[config.mk]
export PLATFORM = sky130hd
export DESIGN_NAME = uart_rx_deserializer
export DESIGN_NICKNAME = d
export VERILOG_FILES = /design/src/rtl/uart_rx_deserializer.sv
export SDC_FILE = /design/constraint.sdc
export NUM_CORES = 1
export LEC_CHECK = 0
export CAP_MARGIN = 20
export CORE_UTILIZATION = 50
export CTS_CLUSTER_SIZE = 8
export DETAILED_ROUTE_END_ITERATION = 10
export PLACE_DENSITY_LB_ADDON = 0.2
export SLEW_MARGIN = 20
export SYNTH_ARGS = -nofsm -noshare
export SYNTH_HDL_FRONTEND = slang
export SYNTH_SLANG_ARGS = --single-unit
[constraint.sdc]
create_clock -name clkRx -period 2.3 [get_ports clkRx]
set_input_delay 0.23 -clock clkRx [delete_from_list [all_inputs] [get_ports clkRx]]
set_output_delay 0.23 -clock clkRx [all_outputs]
set_load 0.005 [all_outputs]
[src/rtl/uart_rx_deserializer.sv]
// UART 8N1 receive deserializer: synchronises the RX line, qualifies start bits,
// samples each bit near its centre, checks the stop bit and hands the byte to the
// consumer through a dataReady/readAck handshake with sticky overrun reporting.
module uart_rx_deserializer #(
    parameter int unsigned clocksPerBit = 87,
    parameter int unsigned halfBit      = (clocksPerBit - 1) / 2
) (
    input  logic       clkRx,
    input  logic       rst,
    input  logic       serialIn,
    output logic [7:0] dataOut,
    output logic       dataReady,
    input  logic       readAck,
    output logic       frameError,
    output logic       overrun,
    output logic       busy
);

    localparam int unsigned CntW = $clog2(clocksPerBit);
    localparam logic [CntW-1:0] HalfCnt = CntW'(halfBit);
    localparam logic [CntW-1:0] LastCnt = CntW'(clocksPerBit - 1);

    typedef enum logic [2:0] {
        StIdle,
        StStart,
        StData,
        StStop,
        StBreak
    } rxState_t;

    logic            syncMeta;
    logic            rxSync;
    rxState_t        stateQ, stateD;
    logic [CntW-1:0] clkCountQ, clkCountD;
    logic [2:0]      bitIndexQ, bitIndexD;
    logic [7:0]      shiftQ, shiftD;
    logic [7:0]      dataOutQ, dataOutD;
    logic            dataReadyQ, dataReadyD;
    logic            frameErrorQ, frameErrorD;
    logic            overrunQ, overrunD;
    logic            goodByte;

    // Two-flop synchroniser; resets to the idle-high line level.
    always_ff @(posedge clkRx or posedge rst) begin
        if (rst) begin
            syncMeta <= 1'b1;
            rxSync   <= 1'b1;
        end else begin
            syncMeta <= serialIn;
            rxSync   <= syncMeta;
        end
    end

    // State, counters, shift register and output registers.
    always_ff @(posedge clkRx or posedge rst) begin
        if (rst) begin
            stateQ      <= StIdle;
            clkCountQ   <= '0;
            bitIndexQ   <= '0;
            shiftQ      <= '0;
            dataOutQ    <= '0;
            dataReadyQ  <= 1'b0;
            frameErrorQ <= 1'b0;
            overrunQ    <= 1'b0;
        end else begin
            stateQ      <= stateD;
            clkCountQ   <= clkCountD;
            bitIndexQ   <= bitIndexD;
            shiftQ      <= shiftD;
            dataOutQ    <= dataOutD;
            dataReadyQ  <= dataReadyD;
            frameErrorQ <= frameErrorD;
            overrunQ    <= overrunD;
        end
    end

    // Next-state logic for the receive FSM and the consumer handshake.
    always_comb begin
        stateD      = stateQ;
        clkCountD   = clkCountQ;
        bitIndexD   = bitIndexQ;
        shiftD      = shiftQ;
        dataOutD    = dataOutQ;
        dataReadyD  = dataReadyQ;
        frameErrorD = 1'b0;
        overrunD    = overrunQ;
        goodByte    = 1'b0;

        unique case (stateQ)
            StIdle: begin
                clkCountD = '0;
                bitIndexD = '0;
                if (!rxSync) stateD = StStart;
            end
            StStart: begin
                if (clkCountQ == HalfCnt) begin
                    clkCountD = '0;
                    // A line back high at mid-start is a glitch, not a frame.
                    stateD    = rxSync ? StIdle : StData;
                end else begin
                    clkCountD = clkCountQ + 1'b1;
                end
            end
            StData: begin
                if (clkCountQ == LastCnt) begin
                    shiftD[bitIndexQ] = rxSync;
                    clkCountD         = '0;
                    if (bitIndexQ == 3'd7) begin
                        bitIndexD = '0;
                        stateD    = StStop;
                    end else begin
                        bitIndexD = bitIndexQ + 3'd1;
                    end
                end else begin
                    clkCountD = clkCountQ + 1'b1;
                end
            end
            StStop: begin
                if (clkCountQ == LastCnt) begin
                    clkCountD = '0;
                    if (rxSync) begin
                        goodByte = 1'b1;
                        stateD   = StIdle;
                    end else begin
                        frameErrorD = 1'b1;
                        stateD      = StBreak;
                    end
                end else begin
                    clkCountD = clkCountQ + 1'b1;
                end
            end
            StBreak: begin
                // Wait for the line to return high so a held-low line is not a new start.
                clkCountD = '0;
                if (rxSync) stateD = StIdle;
            end
            default: stateD = StIdle;
        endcase

        if (goodByte) begin
            if (!dataReadyQ || readAck) begin
                dataOutD   = shiftD;
                dataReadyD = 1'b1;
            end else begin
                overrunD = 1'b1;
            end
        end else if (readAck) begin
            dataReadyD = 1'b0;
            overrunD   = 1'b0;
        end
    end

    assign dataOut    = dataOutQ;
    assign dataReady  = dataReadyQ;
    assign frameError = frameErrorQ;
    assign overrun    = overrunQ;
    assign busy       = (stateQ != StIdle);

endmodule

# Word level (Yosys, flattened, before mapping)
# Cells that the tools add are included.
[word_totals] regBits=34 latchBits=0 mem_bits_rw=0 mem_bits_ro=0 in_bits=4 output_inout_bits=12 word_cells=75 memories=0
[classes] n_addsub=2 mul=0 div_mod_pow=0 order_cmp=2 n_eq_ne=15 shift=0 muxes=31 n_bitwise=0 n_reduce_logical=15
[op_table] cell="$mux 3" n=9
[op_table] cell="$pmux 7 s3" n=1
[op_table] cell="$mux 8" n=2
[op_table] cell="$pmux 3 s5" n=1
[op_table] cell="$mux 7" n=2
[op_table] cell="$ne 2x2->1 const B" n=7
[op_table] cell="$mux 1" n=12
[op_table] cell="$bwmux 8" n=1
[op_table] cell="$reduce_and 2->1" n=4
[op_table] cell="$add 7x1->7 const B" n=1
[op_table] cell="$eq 7x6->1 const B" n=1
[op_table] cell="$eq 7x7->1 const B" n=1
[op_table] cell="$eq 3x2->1 const B" n=2
[op_table] cell="$eq 3x3->1 const B" n=2
[op_table] cell="$pmux 3 s2" n=1
[op_table] cell="$reduce_and 6->1" n=1
[op_table] cell="$reduce_bool 3->1" n=2
[op_table] cell="$lt 3x4->1 const B" n=1
[op_table] cell="$reduce_bool 2->1" n=2
[op_table] cell="$reduce_or 2->1" n=2
[op_table] cell="$add 3x1->3 const B" n=1
[op_table] cell="$demux 1 s3" n=1
[op_table] cell="$eq 3x1->1 const B" n=1
[op_table] cell="$ge 3x1->1 const B" n=1
[op_table] cell="other kinds (6)" n=6

# Logic depth before layout (Yosys ltp)
# Gate-level depths: netlist (run 1).
[depth] depth_word=7 depth_mapped=6 mapped_depth_nobuf=6

# Worst setup path after synthesis (run 1)
# No wires, ideal clock.
[synth_path] path_kind="register to register" start="register clkCountQ[0]" end="register shiftQ[3]" setup_ns=0.127 arrival_ns=1.611 required_time_ns=2.173 setup_slack_ns=0.562 stages_incl_launch_ff=7 path_buffers=0 period_less_slack_ns=1.738 path_cell_list="dfrtp_1 -> inv_1 -> ha_1 -> and2b_2 -> nand3_2 -> or4_1 -> mux2_1"
[synth_between] elab_chain_cells=3
[synth_lines] item="from (decl)" line_no="34" text="logic [CntW-1:0] clkCountQ, clkCountD;"
[synth_lines] item="from (signal assigned)" line_no="67" text="clkCountQ <= clkCountD;"
[synth_lines] item="$eq 7x7->1" line_no="105" text="if (clkCountQ == LastCnt) begin"
[synth_lines] item="$mux 8" line_no="105"
[synth_lines] item="$mux 8" line_no="89" text="unique case (stateQ)"
[synth_lines] item="via shiftD[3]" line_no="36" text="logic [7:0] shiftQ, shiftD;"
[synth_lines] item="to (signal assigned)" line_no="69" text="shiftQ <= shiftD;"
[synth_lines] item="to (decl)" line_no="36"
# The timed path passes the listed nets, and every way through them passes these cells.
# A chain may end at the register's enable or synchronous reset.

# Worst setup path in the final report (run 1)
[layout_path] start="register stateQ[2]" end="register dataOutQ[4] (netlist: dataOut[4])"
[layout_between] elab_chain_cells=3 word_cells_on_any_way=5 classes_between="2 x eq/ne; 2 x mux; 1 x reduce/logical"
[layout_lines] item="from (decl)" line_no="33" text="rxState_t stateQ, stateD;"
[layout_lines] item="from (signal assigned)" line_no="57" text="stateQ <= StIdle;"
[layout_lines] item="from (signal assigned)" line_no="66" text="stateQ <= stateD;"
[layout_lines] item="$eq 3x2->1" line_no="89"
[layout_lines] item="$mux 1" line_no="89"
[layout_lines] item="$reduce_and 2->1 (no line)"
[layout_lines] item="to (signal assigned)" line_no="70" text="dataOutQ <= dataOutD;"
[layout_lines] item="to (decl)" line_no="37" text="logic [7:0] dataOutQ, dataOutD;"
# Several ways; a longest one is shown, not always the timed one.

==> results of run 1 <==
==> critical path, cell delays in order (launching register included) <==
cell and delay [ps]:
dfrtp_1 520, and2b_1 350, nand4_1 220, nor3_4 400, mux2_2 390
==> metal layers <==
metal | track usage, % | part of all wire (%)
met5 | 0 | 0
met4 | 9.184 | 2.2
met3 | 6.550 | 4.1
met2 | 30.52 | 46
met1 | 26.70 | 47
==> registers in the layout, indices dropped and copies added (netlist names) <==
signal      cells
rxSync          1
shiftQ          8
bitIndexQ       3
dataReady       1
frameError      1
syncMeta        1
clkCountQ       7
dataOut         8
overrun         1
stateQ          3
==> cells in the mapped netlist, types with 3 or more instances <==
| cell type | n |
|---|---|
| nor2b_1 | 3 |
| dfrtp_1 | 32 |
| clkbuf_1 | 6 |
| inv_1 | 7 |
| nor2_1 | 11 |
| nand2_1 | 8 |
| mux2_2 | 15 |
| and3_1 | 3 |
| nor3_1 | 3 |
| ha_1 | 4 |
| nand4_1 | 6 |
| o21ai_0 | 5 |
| xor2_1 | 5 |
==> cells by family after synthesis <==
logic type               after synthesis  synth area share (%)
multiplexers                          17                 11.65
flip-flops                            34                 52.26
buffers and inverters                 14                 3.295
AND/OR/NAND/NOR                       51                 18.09
AO/OA/AOI/OAI                         19                 8.430
adder cells (fa/ha/maj)                4                 3.065
XOR/XNOR                               6                 3.218
==> stage by stage <==
stage / setup slack (ps) / hold slack, ps
floorplan: 562.1 / 234.5
global placement: 416.2 / 348.1
detailed placement: 328.6 / 349.5
CTS: 302.0 / 272.2
global route: 173.7 / 275.2
finish: 305.7 / 272.4
==> layout make-up <==
type	instances	area (um^2)	share of cell area [%]
Sequential cell	34	853.3	44.72
Clock inverter	1	30.03	1.574
Tap cell	44	55.05	2.885
Timing Repair Buffer	18	172.7	9.049
Multi-Input combinational cell	97	725.7	38.03
Inverter	7	26.28	1.377
Clock buffer	7	45.04	2.361
==> power breakdown <==
group	total, uW	switching [uW]	internal, uW
Clock	421	191	230
Combinational	70.0	40.1	29.9
Sequential	623	15.1	608
==> final timing paths <==
path	slack, ps	from	endpoint	depth (start not counted)
max	310	stateQ[2]	dataOut[4]	4
min	270	rst	shiftQ[5]	3
max reg2reg	310	stateQ[2]	dataOut[4]	4
min reg2reg	360	syncMeta	rxSync	0
max in group asynchronous	1690	rst	rxSync	3
min in group clkRx	290	serialIn	syncMeta	1
==> metrics.txt, run 1 <==
Worst VDD drop 0.3103 mV; crit path DAT 2220 ps; top cell type's share of synthesized area 49.04%; Total Power 1115 uW; Die Y 59.15 um; Synth async-reset ratio 100.0%; critical path launch point type register; Initial Util 53.05%; Clock Latency Late Sink 340 ps; Worst Path Max Fanout 13; vias in the first global route 1143; All-Layer GR Usage 20.28%; DR vias/cell 5.495; status finished, final reports clean; DR WL/cell 13.93 um; Post-synth EDFFs 0; Ports 16; CTS tree done; drt total wl 2897 um; n_diodes 0; leading area contributor after synthesis dfrtp_1; Post-route DRC 0; # rows 20; layout net count 171; relative slew slack 69.17%; Mapped Nets 153; core area 0.003078 mm^2; Power Density 584.1 mW/mm^2; via count 1143; Root Buffer clkbuf_4; CTS resizes 0; antenna violations before repair 0; Worst Hold Class primary input to asynchronous set/reset pin; Placed Area 0.001833 mm^2; RSZ-0062 raised after global routing no; clock-pin slew on the worst setup and hold paths 100 ps; worst path required time 2520 ps; Worst Setup End Kind register; Mapped Cells 145; Slew Limit Fails 0; global route total overflow 0; Worst Max-Slew Pin Slew 459.4 ps; Tcrit/Tclk final 86.71%; Layout Utilization 61.99%; synthesized flop and latch total 34; Initial DRT Pass Iterations 4; ys flop type dfrtp_1; Static Leak 0.0008799 uW; setup tns final 0 ps; Post-Place Cells 200; commonest cells after routing, fill and taps aside dfrtp_1 (32), mux2_2 (15), clkdlybuf4s50_1 (15); Synth area leaders dfrtp_1 (49%), mux2_2 (10%), dfstp_2 (3.2%), ha_1 (3.1%), xor2_1 (2.7%); layout cells sized above 1 19.51%; post-DP HPWL 2042 um; YS warnings 0; width of the die 59.15 um; crit path kind register to register; # H-tree levels 2; library cells used by synthesis 46; max_cap viols 0; Fill cells 253; minimum clock period after layout 1994 ps; CTS Buffer Depth 2; Layout area overhead 16.86%; Post-DRT Antenna Nets 0; most common cell after layout, fill and taps aside dfrtp_1; Final Non-Filler Cells 208; CTS Hold Bufs 0; global-route wire length before repair 5119 um; sequential area share after synthesis 52.26%; Inserted Clock Buffers 5; die area 0.003498 mm^2; final setup violation count 0; Clock Skew 10.82 ps; cell area after synthesis 0.001633 mm^2; syn_area_per_cell 11.26 um^2; largest net degree at the start of global routing 35; Port Buffers 15; design area 0.001908 mm^2; RD Place Congestion 0.7830; clk sink count 34; Setup Buffers After CTS 0; Starting DRT DRC Count 42; Final Hold Vio Count 0; Achievable Freq 501.4 MHz
Note: power is estimated with default switching activity, not from simulation.
==> run 2: changes to the inputs <==
Settings changed: CORE_MARGIN set to 5, CTS_CLUSTER_DIAMETER set to 120.
==> metrics.txt, run 2 (synthesis results as in run 1) <==
Inserted Clock Buffers 5; global route total overflow 0; Worst Setup End Kind primary output; CTS Hold Bufs 0; Setup Buffers After CTS 0; Static Leak 0.0008779 uW; Ports 16; Worst VDD drop 0.3995 mV; # H-tree levels 2; Initial DRT Pass Iterations 6; Tcrit/Tclk final 86.92%; DR WL/cell 14.18 um; Power Density 529.9 mW/mm^2; drt total wl 2964 um; layout cells sized above 1 20.61%; Slew Limit Fails 0; n_diodes 0; area occupied by multi-input gates 725.7 um^2; Die Y 67.15 um; critical path launch point type register; Worst Max-Slew Pin Slew 471.2 ps; Worst Hold Class primary input to asynchronous set/reset pin; Starting DRT DRC Count 58; Layout Utilization 60.97%; Post-route DRC 0; Layout area overhead 15.86%; die area 0.004508 mm^2; layout net count 172; crit path kind register to primary output; max_cap viols 0; post-DP HPWL 2096 um; worst path required time 2070 ps; Initial Util 52.62%; Fill cells 273; end of the worst register-to-register path dataOut[2]; crit path DAT 1770 ps; clock-pin slew on the worst setup and hold paths 110 ps; relative slew slack 68.37%; core area 0.003103 mm^2; slowest stage delay, CP 460 ps; most common cell after layout, fill and taps aside dfrtp_1; width of the die 67.15 um; R2R setup slack 340 ps; critical-path cell list buf_4, or3_1, clkdlybuf4s50_1; CTS resizes 0; critical path's slowest cell dfrtp_1; largest net degree at the start of global routing 35; All-Layer GR Usage 15.58%; Worst R2R Start clkCountQ[0]; final setup violation count 0; Root Buffer clkbuf_4; # rows 20; commonest cells after routing, fill and taps aside dfrtp_1 (32), mux2_2 (15), clkdlybuf4s50_1 (15); Final Hold Vio Count 0; setup tns final 0 ps; via count 1142; global-route wire length before repair 5216 um; Clock Latency Late Sink 340 ps; antenna violations before repair 0; status finished, final reports clean; CTS tree done; CTS Buffer Depth 2; RSZ-0062 raised after global routing no; minimum clock period after layout 1999 ps; Achievable Freq 500.2 MHz; RD Place Congestion 0.8851; Post-DRT Antenna Nets 0; vias in the first global route 1155; Port Buffers 15; R2R cell count 6; clk sink count 34; DR vias/cell 5.464; register area 853.3 um^2; Worst Path Max Fanout 12; Clock Skew 11.94 ps
[run 2: worst max-delay path, delay by kind of cell, from the launching register on]
family	cells	cell delay [ps]
and+or+nand+nor	1	310
DFF	1	460
buffers and inverters	2	660
[run 2: power breakdown]
group	total (uW)	internal (uW)	switching [uW]
combinational	73.3	30.3	43.0
clock	309	116	193
sequential	620	608	12.1
total	1000	755	248
[run 2: layout make-up]
type | count | share of cell area (%)
multi-input combinational | 97 | 38.36
clock buffer | 6 | 2.183
tap | 44 | 2.910
inverter | 7 | 1.389
timing repair buffer | 19 | 9.524
sequential | 34 | 45.11
clock inverter | 2 | 0.5291
[run 2: worst max path at each step]
stage | startpoint | endpoint | slack [ps]
floorplan | clkCountQ[0] | shiftQ[3] | 560
global placement | clkCountQ[0] | dataOut[7] | 410
detailed placement | clkCountQ[0] | dataOut[6] | 340
CTS | stateQ[0] | busy | 270
global route | clkCountQ[0] | dataOut[2] | 200
finish | stateQ[0] | busy | 300
[run 2: stage by stage]
step                setup WS [ps]  total power (uW)  hold WS, ps  instances  instance area [um^2]
floorplan                   562.1             679.5        234.5        145                  1633
global placement            405.0             703.0        348.6        201                  1841
detailed placement          335.1             706.0        354.4        201                  1841
CTS                         273.2              1021        264.8        209                  1892
global route                197.0              1059        278.5        209                  1892
finish                      300.8              1003        268.4        209                  1892
[run 2: layer usage]
layer | vias to the layer above | track usage [%] | part of all wire [%]
met5 | - | 0 | 0
li1 | 556 | - | -
met3 | 4 | 4.160 | 3.8
met2 | 22 | 23.31 | 47
met4 | 0 | 8.608 | 1.5
met1 | 560 | 20.45 | 48
